`src/rtl/analog_tx.sv`:
```
// Return path of the analog macro wrapper: pulses the read wordlines after a compute-finish
// edge, samples the macro spin outputs and offers them downstream over a valid/ready push.
module analog_tx #(
  parameter int NUM_SPIN         = 256,
  parameter int COUNTER_BITWIDTH = 8
) (
  input  logic                        clk_i,
  input  logic                        rst_ni,
  input  logic                        en_i,
  input  logic                        tx_configure_enable_i,
  input  logic [COUNTER_BITWIDTH-1:0] cycle_per_spin_read_i,
  input  logic [NUM_SPIN-1:0]         spin_rwl_strobe_i,
  input  logic                        analog_macro_cmpt_finish_i,
  input  logic [NUM_SPIN-1:0]         spin_analog_i,
  output logic [NUM_SPIN-1:0]         spin_rwl_o,
  output logic                        spin_push_valid_o,
  input  logic                        spin_push_ready_i,
  output logic [NUM_SPIN-1:0]         spin_push_o,
  output logic                        analog_tx_idle_o,
  output logic                        overrun_o
);

  // state | meaning
  // IDLE  | waiting for a compute-finish rising edge; config loads accepted
  // READ  | read wordlines driven, down-counter running to terminal count 1
  // VALID | sampled spin vector offered downstream, waiting for ready

  localparam int CW = COUNTER_BITWIDTH;

  typedef enum logic [1:0] {
    ST_IDLE  = 2'd0,
    ST_READ  = 2'd1,
    ST_VALID = 2'd2
  } state_e;

  state_e              state_q;
  logic [CW-1:0]       cyc_q;
  logic [CW-1:0]       cnt_q;
  logic [NUM_SPIN-1:0] strobe_q;
  logic [NUM_SPIN-1:0] rwl_q;
  logic [NUM_SPIN-1:0] push_q;
  logic                finish_prev_q;
  logic                valid_q;
  logic                overrun_q;

  logic                finish_edge_d;
  logic [CW-1:0]       read_len_d;

  assign finish_edge_d = analog_macro_cmpt_finish_i & ~finish_prev_q;
  // A zero duration still gives a one-cycle read.
  assign read_len_d    = (cyc_q == '0) ? CW'(1) : cyc_q;

  always_ff @(posedge clk_i or negedge rst_ni) begin
    if (!rst_ni) begin
      cyc_q    <= '0;
      strobe_q <= '0;
    end else if (en_i && tx_configure_enable_i && (state_q == ST_IDLE)) begin
      cyc_q    <= cycle_per_spin_read_i;
      strobe_q <= spin_rwl_strobe_i;
    end
  end

  always_ff @(posedge clk_i or negedge rst_ni) begin
    if (!rst_ni) begin
      finish_prev_q <= 1'b0;
    end else begin
      finish_prev_q <= en_i ? analog_macro_cmpt_finish_i : 1'b0;
    end
  end

  always_ff @(posedge clk_i or negedge rst_ni) begin
    if (!rst_ni) begin
      state_q   <= ST_IDLE;
      cnt_q     <= '0;
      rwl_q     <= '0;
      push_q    <= '0;
      valid_q   <= 1'b0;
      overrun_q <= 1'b0;
    end else if (!en_i) begin
      // Abort keeps the last pushed vector so downstream can still inspect it.
      state_q   <= ST_IDLE;
      cnt_q     <= '0;
      rwl_q     <= '0;
      valid_q   <= 1'b0;
      overrun_q <= 1'b0;
    end else begin
      case (state_q)
        ST_IDLE: begin
          if (finish_edge_d) begin
            state_q <= ST_READ;
            cnt_q   <= read_len_d;
            rwl_q   <= strobe_q;
          end
        end
        ST_READ: begin
          if (finish_edge_d) begin
            overrun_q <= 1'b1;
          end
          if (cnt_q == CW'(1)) begin
            push_q  <= spin_analog_i & strobe_q;
            rwl_q   <= '0;
            cnt_q   <= '0;
            valid_q <= 1'b1;
            state_q <= ST_VALID;
          end else begin
            cnt_q <= cnt_q - CW'(1);
          end
        end
        ST_VALID: begin
          if (finish_edge_d) begin
            overrun_q <= 1'b1;
          end
          if (valid_q && spin_push_ready_i) begin
            valid_q <= 1'b0;
            state_q <= ST_IDLE;
          end
        end
        default: begin
          state_q <= ST_IDLE;
          cnt_q   <= '0;
          rwl_q   <= '0;
          valid_q <= 1'b0;
        end
      endcase
    end
  end

  assign spin_rwl_o        = rwl_q;
  assign spin_push_valid_o = valid_q;
  assign spin_push_o       = push_q;
  assign overrun_o         = overrun_q;
  assign analog_tx_idle_o  = (state_q == ST_IDLE);

endmodule

```
`config.mk`:
```
export PLATFORM = sky130hd
export DESIGN_NAME = analog_tx
export DESIGN_NICKNAME = d
export VERILOG_FILES = /design/src/rtl/analog_tx.sv
export SDC_FILE = /design/constraint.sdc
export NUM_CORES = 1
export LEC_CHECK = 0
export CAP_MARGIN = 20
export CORE_AREA = 4 4 398 400
export DETAILED_ROUTE_END_ITERATION = 10
export DIE_AREA = 0 0 402 404
export DONT_BUFFER_PORTS = 1
export PLACE_DENSITY = 0.43
export RECOVER_POWER = 25
export SYNTH_ARGS = -nofsm -noshare
export SYNTH_HDL_FRONTEND = slang
export SYNTH_SLANG_ARGS = --single-unit
export TNS_END_PERCENT = 5
```
`constraint.sdc`:
```
create_clock -name clk_i -period 2.1 [get_ports clk_i]
set_input_delay 0.21 -clock clk_i [delete_from_list [all_inputs] [get_ports clk_i]]
set_output_delay 0.21 -clock clk_i [all_outputs]
set_load 0.03 [all_outputs]
```
==> impl_metrics.prom, run 1 <==
# TYPE chip_impl_metric gauge
chip_impl_metric{name="finalHoldViolCount",unit=""} 447
chip_impl_metric{name="n_fill_cell",unit=""} 16000
chip_impl_info{name="failed_checks",value="negative hold slack, max-capacitance violations, max-slew violations"} 1
chip_impl_metric{name="rd_place_congestion",unit=""} 0.837
chip_impl_metric{name="slew_viol_final",unit=""} 169
chip_impl_metric{name="route.detailed.vias_per_inst",unit=""} 4.25
chip_impl_metric{name="relative_area_change_from_synthesis_to_final_layout",unit="%"} 35.8
chip_impl_metric{name="drive_above_1_share",unit="%"} 9.98
chip_impl_metric{name="arrival",unit="ps"} 2680
chip_impl_metric{name="critPathRequiredTime",unit="ps"} 2690
chip_impl_metric{name="min_period",unit="ps"} 2090
chip_impl_metric{name="clock_path_buffers",unit=""} 3
chip_impl_info{name="critical_path.reg2reg.startpoint",value="cnt_q[1]"} 1
chip_impl_metric{name="grt.total_usage",unit="%"} 14.8
chip_impl_metric{name="cell_internal_pwr",unit="W"} 0.0359
chip_impl_metric{name="io_pins",unit=""} 1041
chip_impl_metric{name="layout_worst_path_cycle_share",unit="%"} 99.4
chip_impl_info{name="path_common_cell",value="sky130_fd_sc_hd__buf_12"} 1
chip_impl_metric{name="critical_path_s_largest_stage_delay",unit="ps"} 390
chip_impl_metric{name="grt.overflow.total",unit=""} 0
chip_impl_metric{name="max_capacitance_violation_count",unit=""} 1
chip_impl_metric{name="first_global_vias",unit=""} 24500
chip_impl_metric{name="routed_wl",unit="um"} 125000
chip_impl_info{name="clk_root_buffer_cell",value="sky130_fd_sc_hd__clkbuf_16"} 1
chip_impl_metric{name="tritoncts_num_sinks",unit=""} 789
chip_impl_metric{name="io_buffers",unit=""} 0
chip_impl_metric{name="total_switching_power",unit="W"} 0.0251
chip_impl_metric{name="floorplan.die_area",unit="sq mm"} 0.162
chip_impl_metric{name="synth_enable_flop_cells",unit=""} 0
chip_impl_metric{name="synthesis.area_per_instance",unit="sq um"} 12.7
chip_impl_metric{name="antenna_found_initial",unit=""} 10
chip_impl_info{name="cp-start-kind",value="flop"} 1
chip_impl_metric{name="core",unit="sq mm"} 0.155
chip_impl_info{name="synthFlopType",value="sky130_fd_sc_hd__dfrtp_1"} 1
chip_impl_metric{name="finish.net_count",unit=""} 3733
chip_impl_metric{name="syn-cell-area",unit="sq mm"} 0.0330
chip_impl_metric{name="wire_length_of_the_first_global_routing_pass",unit="um"} 178000
chip_impl_metric{name="routed-via-count",unit=""} 22700
chip_impl_metric{name="summed_negative_setup_slack_over_all_endpoints",unit="ps"} 0
chip_impl_metric{name="max-slew-margin-rel",unit="%"} -7.95
chip_impl_metric{name="synthesis.instances",unit=""} 2590
chip_impl_metric{name="max_freq",unit="MHz"} 479
chip_impl_info{name="crit_chain",value="inv_2 > ha_1 > nor4b_4 > nand2_2 > nor2_4 > buf_12 > buf_12 > mux2i_1"} 1
chip_impl_metric{name="dieWidth",unit="um"} 402
chip_impl_metric{name="setup_viol",unit=""} 0
chip_impl_metric{name="synth-async-reset-ratio",unit="%"} 100
chip_impl_metric{name="synth.net_count",unit=""} 3122
chip_impl_metric{name="tightest_pin_transition",unit="ps"} 1620
chip_impl_metric{name="cts_buffers",unit=""} 93
chip_impl_metric{name="combinational_fraction_of_design_power",unit="%"} 17.8
chip_impl_info{name="timing.setup.critical_path_class",value="reg2reg"} 1
chip_impl_metric{name="leakagePower",unit="nW"} 19.5
chip_impl_metric{name="cts.htree.levels",unit=""} 3
chip_impl_metric{name="peakVddDrop",unit="V"} 0.000666
chip_impl_metric{name="residual_drc_count",unit=""} 0
chip_impl_metric{name="initialDrtViolationCount",unit=""} 1138
chip_impl_metric{name="placement_rows",unit=""} 145
chip_impl_metric{name="seq_area_frac_synth",unit="%"} 59.9
chip_impl_metric{name="antenna_violating_nets_post_route",unit=""} 0
chip_impl_metric{name="synth-warning-count",unit=""} 0
chip_impl_info{name="clock_tree_from_tritoncts",value="done"} 1
chip_impl_info{name="hold_path_class",value="in2async"} 1
chip_impl_metric{name="sequential_share_of_power",unit="%"} 54.5
chip_impl_metric{name="clk-insertion-delay-late",unit="ps"} 700
chip_impl_metric{name="pwr_density",unit="mW/mm^2"} 1360
chip_impl_metric{name="initial_core_util",unit="%"} 21.2
chip_impl_info{name="crit_path_top_delay_cell",value="sky130_fd_sc_hd__dfrtp_1"} 1
chip_impl_metric{name="p_clk_share",unit="%"} 27.7
chip_impl_metric{name="synth-seq-cells",unit=""} 789
chip_impl_metric{name="die_y",unit="um"} 404
chip_impl_metric{name="wl_per_cell",unit="um"} 23.4
chip_impl_metric{name="switching_share",unit="%"} 41.1
chip_impl_metric{name="yosys.cell_types.count",unit=""} 47
chip_impl_info{name="crit_start",value="cnt_q[1]"} 1
chip_impl_metric{name="post-dp-hpwl",unit="um"} 92800
chip_impl_metric{name="hold_ws",unit="ps"} -786
chip_impl_metric{name="cts_hold_buf",unit=""} 526
chip_impl_info{name="status",value="finished, violations left"} 1
chip_impl_info{name="rsz0062_at_grt",value="yes"} 1
chip_impl_metric{name="final.setup_skew",unit="ps"} 44.2
chip_impl_metric{name="grt_max_degree",unit=""} 790
chip_impl_metric{name="detailedRoute.firstPassIterationCount",unit=""} 5
chip_impl_metric{name="crit_path_max_fanout",unit=""} 25
chip_impl_metric{name="clkTransAtPathRegs",unit="ps"} 60
chip_impl_info{name="critPathCaptureType",value="flop"} 1
-- flip-flops by register name (all words and copies together) (netlist names) --
signal / flops
state_q: 2
cyc_q: 8
strobe_q: 256
cnt_q: 8
overrun_o: 1
finish_prev_q: 1
spin_rwl_o: 256
spin_push_o: 256
spin_push_valid_o: 1
-- critical path: cells and delay by family (launching register included) --
family	cells	cell delay [ps]
adder cells (fa/ha/maj)	1	140
buffers and inverters	3	500
flip-flops	1	390
multiplexers	1	210
AND/OR/NAND/NOR	3	620
-- metal layers --
layer  vias to the layer above  track usage, %  wire length [um]
li1                      10200               -                 -
met1                     11500            16.8             47900
met2                       799            25.5             62400
met5                         -               0                55
met4                         8            4.99              3610
met3                       174            5.70             11100
-- worst paths after layout --
check	end	slack, ps	cells after the start
worst min-delay path	spin_push_o[127]	-790	0
max in group asynchronous	strobe_q[54]	110	2
worst min register to register	cyc_q[0]	500	1
worst max-delay path	spin_push_o[143]	10	8
min in group clk_i	spin_rwl_o[30]	150	4
worst max register to register	spin_push_o[143]	10	8
-- metrics by stage --
stage	instances	setup slack [ps]	cell area, sq um	total power (W)	utilization [%]
after CTS	5329	3.85	44700	0.0616	28.8
after detailed placement	4632	13.7	36200	0.0434	23.3
after global placement	4632	32.5	36200	0.0432	23.3
after floorplan	2590	41.1	33000	0.0370	-
final	5339	13.5	44800	0.0610	28.8
after global routing	5337	-110	44800	0.0640	28.8
-- Yosys cell counts, types with 2 or more instances --
library cell | instances | area, sq um
sky130_fd_sc_hd__a211oi_1 | 3 | 22.5
sky130_fd_sc_hd__a21oi_1 | 3 | 15.0
sky130_fd_sc_hd__a22oi_1 | 3 | 22.5
sky130_fd_sc_hd__a31o_1 | 256 | 2240
sky130_fd_sc_hd__and2_1 | 3 | 18.8
sky130_fd_sc_hd__buf_2 | 66 | 330
sky130_fd_sc_hd__buf_4 | 19 | 143
sky130_fd_sc_hd__buf_6 | 17 | 191
sky130_fd_sc_hd__buf_8 | 10 | 150
sky130_fd_sc_hd__clkbuf_1 | 60 | 225
sky130_fd_sc_hd__dfrtp_1 | 789 | 19700
sky130_fd_sc_hd__ha_1 | 6 | 75.1
sky130_fd_sc_hd__inv_1 | 262 | 983
sky130_fd_sc_hd__mux2_1 | 264 | 2970
sky130_fd_sc_hd__mux2i_1 | 256 | 2560
sky130_fd_sc_hd__nand2_1 | 265 | 995
sky130_fd_sc_hd__nand3_1 | 3 | 15.0
sky130_fd_sc_hd__nand4_1 | 4 | 25.0
sky130_fd_sc_hd__nor2_1 | 4 | 15.0
sky130_fd_sc_hd__nor3b_1 | 2 | 15.0
sky130_fd_sc_hd__nor4_1 | 2 | 12.5
sky130_fd_sc_hd__o211ai_1 | 4 | 30.0
sky130_fd_sc_hd__o21a_1 | 259 | 1940
sky130_fd_sc_hd__o21ai_0 | 3 | 15.0
sky130_fd_sc_hd__o21ai_1 | 4 | 20.0
sky130_fd_sc_hd__or4_1 | 2 | 15.0
-- power groups by stage --
stage / sequential [W] / clock (W) / combinational, W
after floorplan: 0.0298 / 0 / 0.00725
after global placement: 0.0337 / 0 / 0.00950
after detailed placement: 0.0336 / 0 / 0.00973
after CTS: 0.0334 / 0.0175 / 0.0107
after global routing: 0.0338 / 0.0181 / 0.0121
final: 0.0332 / 0.0169 / 0.0108
-- cells in the final DEF, fill, tap and decap left out, types with 19 or more instances in the layout --
master,count
sky130_fd_sc_hd__mux2i_1,255
sky130_fd_sc_hd__a31o_1,256
sky130_fd_sc_hd__dlygate4sd3_1,526
sky130_fd_sc_hd__nand2_1,264
sky130_fd_sc_hd__clkbuf_16,93
sky130_fd_sc_hd__buf_12,38
sky130_fd_sc_hd__inv_1,261
sky130_fd_sc_hd__clkbuf_1,20
sky130_fd_sc_hd__buf_4,116
sky130_fd_sc_hd__mux2_1,264
sky130_fd_sc_hd__o21a_1,259
sky130_fd_sc_hd__clkbuf_8,23
sky130_fd_sc_hd__clkinv_2,19
sky130_fd_sc_hd__dfrtp_1,789
-- cells by family (layout without fill, tap and decap cells) --
logic type	count (synthesis)	in the layout	synth area share [%]
DFF	789	789	59.9
AOI/OAI and AO/OA	544	544	13.3
muxes	520	520	16.8
buffers and inverters	435	1122	6.14
and+or+nand+nor	295	295	3.64
adders and majority gates	6	6	0.228
xor gates and xnor gates	1	1	0.0266
other	0	4	0
-- area by class of cell --
type,count,area (sq um),share of cell area (%)
Antenna cell,4,10.0,0.0223
Clock buffer,135,2710,6.04
Clock inverter,36,483,1.08
Inverter,262,983,2.20
Multi-Input combinational cell,1366,11200,25.1
Sequential cell,789,19700,44.1
Tap cell,2058,2570,5.75
Timing Repair Buffer,689,7040,15.7
-- what timing repair did --
item                        CTS  global route
setup endpoints to repair     1           289
gates resized for setup       1             8
buffers inserted              0             2
cloned                        0             0
hold endpoints to repair   1316           447
(Power assumes the default switching activity.)
==> inputs of run 2 (changes only) <==
--- a/config.mk
+++ b/config.mk
@@ -13,4 +13,5 @@
 export PLACE_DENSITY = 0.43
 export RECOVER_POWER = 25
+export SKIP_CTS_REPAIR_TIMING = 1
 export SYNTH_ARGS = -nofsm -noshare
 export SYNTH_HDL_FRONTEND = slang
==> constraint.sdc (replaced) <==
create_clock -name clk_i -period 2.1 [get_ports clk_i]
set_input_delay 0.21 -clock clk_i [delete_from_list [all_inputs] [get_ports clk_i]]
set_output_delay 0.21 -clock clk_i [all_outputs]
set_load 0.1 [all_outputs]
==> run 2 against run 1 <==
Compared with the run above:
- clock-buffer cell count grew 2
- non-clock buffer count is 531 higher
- worst hold slack worse by 14 ps
- combinational power grew to 4.0 times the previous value
- core utilization increased by 2.9 points
- the run still ends with negative hold slack, max-capacitance violations, max-slew violations left
- clock skew rose by 20 ps
- setup slack about the same
==> impl_metrics.prom, run 2 (synthesized netlist as in run 1, its figures left out) <==
# TYPE chip_impl_metric gauge
chip_impl_info{name="status",value="finished, violations left"} 1
chip_impl_info{name="failed_checks",value="negative hold slack, max-capacitance violations, max-slew violations"} 1
chip_impl_metric{name="arrival",unit="ps"} 2700
chip_impl_metric{name="finalCoreUtilization",unit="%"} 31.7
chip_impl_metric{name="final_cell_area",unit="sq mm"} 0.0492
chip_impl_metric{name="initial_core_util",unit="%"} 21.2
chip_impl_metric{name="critPathRequiredTime",unit="ps"} 2720
chip_impl_metric{name="die_y",unit="um"} 404
chip_impl_info{name="rsz0062_at_grt",value="yes"} 1
chip_impl_info{name="clk_root_buffer_cell",value="sky130_fd_sc_hd__clkbuf_16"} 1
chip_impl_metric{name="antenna_found_initial",unit=""} 26
chip_impl_info{name="final_cell_mix",value="sky130_fd_sc_hd__dfrtp_1 (789), sky130_fd_sc_hd__buf_4 (613), sky130_fd_sc_hd__dlygate4sd3_1 (524)"} 1
chip_impl_info{name="cp-start-kind",value="flop"} 1
chip_impl_metric{name="tritoncts_num_sinks",unit=""} 789
chip_impl_info{name="layout_commonest_cell",value="sky130_fd_sc_hd__dfrtp_1"} 1
chip_impl_info{name="crit_chain",value="inv_2 > ha_4 > nor4b_4 > buf_4 > a21oi_4 > buf_4 > nor2_4 > buf_12 > buf_12 > clkbuf_16 > buf_6 > a31o_1"} 1
chip_impl_metric{name="max_capacitance_violation_count",unit=""} 1
chip_impl_metric{name="final.setup_skew",unit="ps"} 64.2
chip_impl_metric{name="layout_worst_path_cycle_share",unit="%"} 99.3
chip_impl_metric{name="slew_viol_final",unit=""} 175
chip_impl_metric{name="antenna_violating_nets_post_route",unit=""} 0
chip_impl_metric{name="postPlaceCellArea",unit="sq mm"} 0.0400
chip_impl_metric{name="detailedRoute.firstPassIterationCount",unit=""} 5
chip_impl_metric{name="cts.htree.levels",unit=""} 3
chip_impl_metric{name="cts_buffers",unit=""} 95
chip_impl_metric{name="finish.cell_count_without_fillers",unit=""} 5877
chip_impl_metric{name="first_global_vias",unit=""} 23500
chip_impl_metric{name="wl_per_cell",unit="um"} 23.1
chip_impl_metric{name="reg2reg_setup_slack",unit="ps"} 10
chip_impl_info{name="timing.setup.critical_path_class",value="reg2reg"} 1
chip_impl_metric{name="finalHoldViolCount",unit=""} 290
chip_impl_metric{name="pwr_density",unit="mW/mm^2"} 1710
chip_impl_metric{name="io_pins",unit=""} 1041
chip_impl_metric{name="drive_above_1_share",unit="%"} 22.7
chip_impl_metric{name="grt.overflow.total",unit=""} 0
chip_impl_info{name="cp_top_family",value="buffers and inverters"} 1
chip_impl_metric{name="worstPathBufferInverterCount",unit=""} 7
chip_impl_metric{name="route.layer.met1.wl",unit="um"} 52600
chip_impl_metric{name="initialDrtViolationCount",unit=""} 1391
chip_impl_info{name="crit_path_top_delay_cell",value="sky130_fd_sc_hd__dfrtp_1"} 1
chip_impl_metric{name="max_freq",unit="MHz"} 479
chip_impl_info{name="routed.top_layer",value="met5"} 1
chip_impl_metric{name="hold_ws",unit="ps"} -799
chip_impl_metric{name="floorplan.die_area",unit="sq mm"} 0.162
chip_impl_metric{name="post-dp-hpwl",unit="um"} 98800
chip_impl_info{name="r2r-end",value="spin_rwl_o[230]"} 1
chip_impl_metric{name="tightest_pin_transition",unit="ps"} 1750
chip_impl_info{name="critPathCaptureType",value="flop"} 1
chip_impl_metric{name="grt_max_degree",unit=""} 790
chip_impl_metric{name="placedCellCount",unit=""} 5137
chip_impl_metric{name="core",unit="sq mm"} 0.155
chip_impl_info{name="critical_path.reg2reg.startpoint",value="cnt_q[1]"} 1
chip_impl_metric{name="finish.net_count",unit=""} 4266
chip_impl_metric{name="max-slew-margin-rel",unit="%"} -16.8
chip_impl_metric{name="setup_viol",unit=""} 0
chip_impl_metric{name="leakagePower",unit="nW"} 22.3
chip_impl_metric{name="relative_area_change_from_synthesis_to_final_layout",unit="%"} 49.3
chip_impl_metric{name="min_period",unit="ps"} 2090
chip_impl_metric{name="placement_rows",unit=""} 145
chip_impl_metric{name="peakVddDrop",unit="V"} 0.000808
chip_impl_metric{name="clock_path_buffers",unit=""} 3
chip_impl_metric{name="n_fill_cell",unit=""} 15800
chip_impl_metric{name="met3RoutedLength",unit="um"} 10000
chip_impl_info{name="clock_tree_from_tritoncts",value="done"} 1
chip_impl_metric{name="clkTransAtPathRegs",unit="ps"} 60
chip_impl_metric{name="route.detailed.vias_per_inst",unit=""} 4.19
chip_impl_metric{name="rr_worst_depth",unit=""} 12
chip_impl_info{name="hold_path_class",value="in2async"} 1
chip_impl_metric{name="io_buffers",unit=""} 0
chip_impl_metric{name="detailroute.wirelength.met2",unit="um"} 69200
chip_impl_metric{name="critical_path_s_largest_stage_delay",unit="ps"} 380
chip_impl_metric{name="wire_length_of_the_first_global_routing_pass",unit="um"} 181000
chip_impl_info{name="crit_start",value="cnt_q[1]"} 1
chip_impl_metric{name="dieWidth",unit="um"} 402
chip_impl_metric{name="routed_wl",unit="um"} 136000
chip_impl_metric{name="rd_place_congestion",unit=""} 0.818
chip_impl_metric{name="routed-via-count",unit=""} 24600
chip_impl_metric{name="residual_drc_count",unit=""} 0
chip_impl_metric{name="crit_path_max_fanout",unit=""} 7
chip_impl_metric{name="clk-insertion-delay-late",unit="ps"} 700
chip_impl_metric{name="grt.total_usage",unit="%"} 15.4
run 2: cell count changes in the layout (fill, tap and decap cells not counted), sizes merged:
cell and change:
bufinv -3, buf +524, inv +3, diode +4, clkinv +1, clkbuf +11, dlygate4sd3 -2
run 2: cell type report:
cell class	count	area (sq um)	area share [%]
inverter	262	983	2.00
clock inverter	37	463	0.940
multi-input combinational	1366	11300	22.9
antenna	8	20.0	0.0407
tap	2058	2570	5.23
sequential	789	19700	40.1
clock buffer	137	2770	5.62
timing repair buffer	1220	11400	23.2
run 2: how the worst max path moves through the flow:
stage | endpoint | slack (ps) | cells after the start
floorplan | spin_rwl_o[203] | -8 | 9
global placement | spin_push_o[72] | 30 | 8
detailed placement | spin_push_o[74] | -3 | 8
CTS | spin_push_o[19] | -10 | 8
global route | spin_rwl_o[120] | -100 | 11
finish | spin_rwl_o[230] | 10 | 12
run 2: power breakdown:
group	total [W]	switching (W)	internal, W	leakage, nW
logic	0.0427	0.0327	0.00996	11.6
registers	0.0245	0.00412	0.0204	9.06
clock network	0.0169	0.00708	0.00987	1.59
run 2: worst register-to-register path, cell delays in order, from the launching register on:
cell and delay, ps:
sky130_fd_sc_hd__dfrtp_1 380, sky130_fd_sc_hd__inv_2 100, sky130_fd_sc_hd__ha_4 130, sky130_fd_sc_hd__nor4b_4 210, sky130_fd_sc_hd__buf_4 170, sky130_fd_sc_hd__a21oi_4 50, sky130_fd_sc_hd__buf_4 170, sky130_fd_sc_hd__nor2_4 130
sky130_fd_sc_hd__buf_12 130, sky130_fd_sc_hd__buf_12 110, sky130_fd_sc_hd__clkbuf_16 170, sky130_fd_sc_hd__buf_6 140, sky130_fd_sc_hd__a31o_1 150
run 2: metal layers:
metal	GRT usage [%]	up-vias
li1	-	11200
met4	5.81	6
met2	26.7	796
met1	17.0	12400
met5	0.119	-
met3	5.88	199
run 2: per-stage QoR:
step / setup slack, ps / TNS, ps / hold WS [ps] / total power, W
4_1_cts: -13.3 / -15.5 / -866 / 0.0834
5_1_grt: -103 / -20340 / -873 / 0.0874
3_3_place_gp: 27.8 / 0 / -57.5 / 0.0657
3_5_place_dp: -2.58 / -2.58 / -50.5 / 0.0660
2_1_floorplan: -8.40 / -1570 / -85.6 / 0.0542
6_report: 13.9 / 0 / -799 / 0.0841
==> inputs of run 3 (changes only) <==
- MAX_ROUTING_LAYER: unset -> met4
==> run 3 against run 2 <==
Compared with the run above:
- the run ends with negative hold slack, max-capacitance violations, max-slew violations, negative setup slack left
- critical endpoint is now spin_rwl_o[59]
- via count grew 0.14%
- combinational power hardly changed
- global-route usage grew 0.45 points
==> impl_metrics.prom, run 3 (synthesized netlist as in run 1, its figures left out) <==
# TYPE chip_impl_metric gauge
chip_impl_metric{name="routed-via-count",unit=""} 24700
chip_impl_metric{name="final_cell_area",unit="sq mm"} 0.0492
chip_impl_metric{name="critical_path_s_largest_stage_delay",unit="ps"} 380
chip_impl_metric{name="antenna_found_initial",unit=""} 27
chip_impl_metric{name="worstPathBufferInverterCount",unit=""} 5
chip_impl_metric{name="core",unit="sq mm"} 0.155
chip_impl_metric{name="multi_input_area",unit="sq mm"} 0.0113
chip_impl_metric{name="detailedRoute.firstPassIterationCount",unit=""} 5
chip_impl_metric{name="clk-insertion-delay-late",unit="ps"} 700
chip_impl_metric{name="peakVddDrop",unit="V"} 0.000810
chip_impl_metric{name="initialDrtViolationCount",unit=""} 1284
chip_impl_metric{name="grt.total_usage",unit="%"} 15.8
chip_impl_metric{name="die_y",unit="um"} 404
chip_impl_metric{name="hold_ws",unit="ps"} -801
chip_impl_metric{name="first_global_vias",unit=""} 23500
chip_impl_info{name="status",value="finished, violations left"} 1
chip_impl_metric{name="max-slew-margin-rel",unit="%"} -14.1
chip_impl_metric{name="clkTransAtPathRegs",unit="ps"} 60
chip_impl_metric{name="leakagePower",unit="nW"} 22.2
chip_impl_metric{name="pwr_density",unit="mW/mm^2"} 1710
chip_impl_metric{name="antenna_violating_nets_post_route",unit=""} 0
chip_impl_metric{name="max_freq",unit="MHz"} 475
chip_impl_metric{name="io_buffers",unit=""} 0
chip_impl_metric{name="critPathRequiredTime",unit="ps"} 2700
chip_impl_metric{name="finalWorstSetupSlack",unit="ps"} -4.59
chip_impl_info{name="hold_path_class",value="in2async"} 1
chip_impl_metric{name="dieWidth",unit="um"} 402
chip_impl_info{name="rsz0062_at_grt",value="yes"} 1
chip_impl_metric{name="grt.overflow.total",unit=""} 0
chip_impl_info{name="layout_commonest_cell",value="sky130_fd_sc_hd__dfrtp_1"} 1
chip_impl_info{name="clock_tree_from_tritoncts",value="done"} 1
chip_impl_info{name="cp_top_family",value="buffers and inverters"} 1
chip_impl_metric{name="final.setup_skew",unit="ps"} 64.7
chip_impl_metric{name="cts_buffers",unit=""} 95
chip_impl_metric{name="slew_viol_final",unit=""} 178
chip_impl_metric{name="post-layout-total-power",unit="W"} 0.0839
chip_impl_metric{name="max_capacitance_violation_count",unit=""} 1
chip_impl_metric{name="floorplan.die_area",unit="sq mm"} 0.162
chip_impl_info{name="critPathCaptureType",value="flop"} 1
chip_impl_info{name="timing.setup.critical_path_class",value="reg2reg"} 1
chip_impl_metric{name="finish.net_count",unit=""} 4259
chip_impl_metric{name="drive_above_1_share",unit="%"} 22.6
chip_impl_metric{name="reg2reg_setup_slack",unit="ps"} -5
chip_impl_metric{name="arrival",unit="ps"} 2700
chip_impl_metric{name="wire_length_of_the_first_global_routing_pass",unit="um"} 181000
chip_impl_metric{name="tritoncts_num_sinks",unit=""} 789
chip_impl_info{name="cp-start-kind",value="flop"} 1
chip_impl_info{name="clk_root_buffer_cell",value="sky130_fd_sc_hd__clkbuf_16"} 1
chip_impl_metric{name="clock_path_buffers",unit=""} 3
chip_impl_info{name="final_cell_mix",value="sky130_fd_sc_hd__dfrtp_1 (789), sky130_fd_sc_hd__buf_4 (600), sky130_fd_sc_hd__dlygate4sd3_1 (524)"} 1
chip_impl_metric{name="seq_area",unit="sq mm"} 0.0197
chip_impl_metric{name="setup_viol",unit=""} 3
chip_impl_metric{name="routed_wl",unit="um"} 134000
chip_impl_metric{name="grt_max_degree",unit=""} 790
chip_impl_info{name="crit_path_top_delay_cell",value="sky130_fd_sc_hd__dfrtp_1"} 1
chip_impl_metric{name="finalHoldViolCount",unit=""} 292
chip_impl_metric{name="tightest_pin_transition",unit="ps"} 1710
chip_impl_metric{name="cts.htree.levels",unit=""} 3
chip_impl_metric{name="residual_drc_count",unit=""} 0
chip_impl_metric{name="rd_place_congestion",unit=""} 0.830
chip_impl_info{name="crit_chain",value="inv_2 > ha_4 > nor4b_4 > buf_4 > a21oi_4 > buf_4 > buf_12 > clkbuf_16 > o21a_1 > a31o_1"} 1
chip_impl_metric{name="relative_area_change_from_synthesis_to_final_layout",unit="%"} 49.0
chip_impl_metric{name="min_period",unit="ps"} 2100
chip_impl_metric{name="postPlaceCellArea",unit="sq mm"} 0.0400
chip_impl_metric{name="crit_path_max_fanout",unit=""} 26
chip_impl_info{name="failed_checks",value="negative hold slack, max-capacitance violations, max-slew violations, negative setup slack"} 1
chip_impl_metric{name="layout_worst_path_cycle_share",unit="%"} 100
chip_impl_metric{name="io_pins",unit=""} 1041
chip_impl_info{name="path_common_cell",value="sky130_fd_sc_hd__buf_4"} 1
chip_impl_metric{name="n_fill_cell",unit=""} 15800
chip_impl_metric{name="post-dp-hpwl",unit="um"} 98800
chip_impl_metric{name="wl_per_cell",unit="um"} 22.8
chip_impl_metric{name="placement_rows",unit=""} 145
chip_impl_metric{name="route.detailed.vias_per_inst",unit=""} 4.20
chip_impl_metric{name="initial_core_util",unit="%"} 21.2
## run 3: changes by cell type in the layout (fill, tap and decap cells not counted)
cell                        change
sky130_fd_sc_hd__buf_12         -1
sky130_fd_sc_hd__buf_16         -1
sky130_fd_sc_hd__buf_4         -13
sky130_fd_sc_hd__buf_6         +11
sky130_fd_sc_hd__buf_8          -1
sky130_fd_sc_hd__clkbuf_16      -2
## run 3: final timing paths
path,from,endpoint,cells past startpoint
worst min register to register,overrun_o,overrun_o,1
worst max register to register,cnt_q[1],spin_rwl_o[59],10
max in group asynchronous,rst_ni,strobe_q[48],2
worst max-delay path,cnt_q[1],spin_rwl_o[59],10
worst min-delay path,rst_ni,strobe_q[173],0
min in group clk_i,tx_configure_enable_i,strobe_q[229],3
## run 3: stage by stage
step	setup WS (ps)	setup TNS (ps)	utilization, %	cells	hold slack [ps]
after CTS	-13.3	-15.5	27.9	5311	-866
after global routing	-131	-15910	31.7	5869	-871
after detailed placement	-2.58	-2.58	25.8	5137	-50.5
after floorplan	-8.40	-1570	-	2590	-85.6
final	-4.59	-10.1	31.7	5870	-801
after global placement	27.8	0	25.8	5137	-57.5
## run 3: routing by layer
metal / vias to the layer above / part of all wire [%] / track usage (%)
li1: 11200 / - / -
met1: 12500 / 39 / 17.3
met2: 796 / 51 / 26.7
met3: 198 / 6.8 / 5.49
met4: 0 / 2.5 / 5.79
met5: - / 0 / -
## run 3: power breakdown
group | internal, W | switching [W] | leakage (nW)
Combinational | 0.00985 | 0.0326 | 11.5
Sequential | 0.0204 | 0.00412 | 9.06
Clock | 0.00986 | 0.00708 | 1.59
Total | 0.0401 | 0.0438 | 22.2
## run 3: worst register-to-register path, cell delays in order, from the launching register on
cell and delay (ps):
sky130_fd_sc_hd__dfrtp_1 380, sky130_fd_sc_hd__inv_2 100, sky130_fd_sc_hd__ha_4 130, sky130_fd_sc_hd__nor4b_4 220, sky130_fd_sc_hd__buf_4 180, sky130_fd_sc_hd__a21oi_4 50
sky130_fd_sc_hd__buf_4 170, sky130_fd_sc_hd__buf_12 160, sky130_fd_sc_hd__clkbuf_16 310, sky130_fd_sc_hd__o21a_1 170, sky130_fd_sc_hd__a31o_1 180
## run 3: layout make-up
| class | instances | share of cell area, % |
|---|---|---|
| flip-flops and latches | 789 | 40.2 |
| repair buffers | 1213 | 23.0 |
| multi-input cells | 1366 | 22.9 |
| clock buffers | 137 | 5.63 |
| well taps | 2058 | 5.24 |
| inverters | 262 | 2.00 |
| clock inverters | 37 | 0.942 |
| diodes | 8 | 0.0407 |
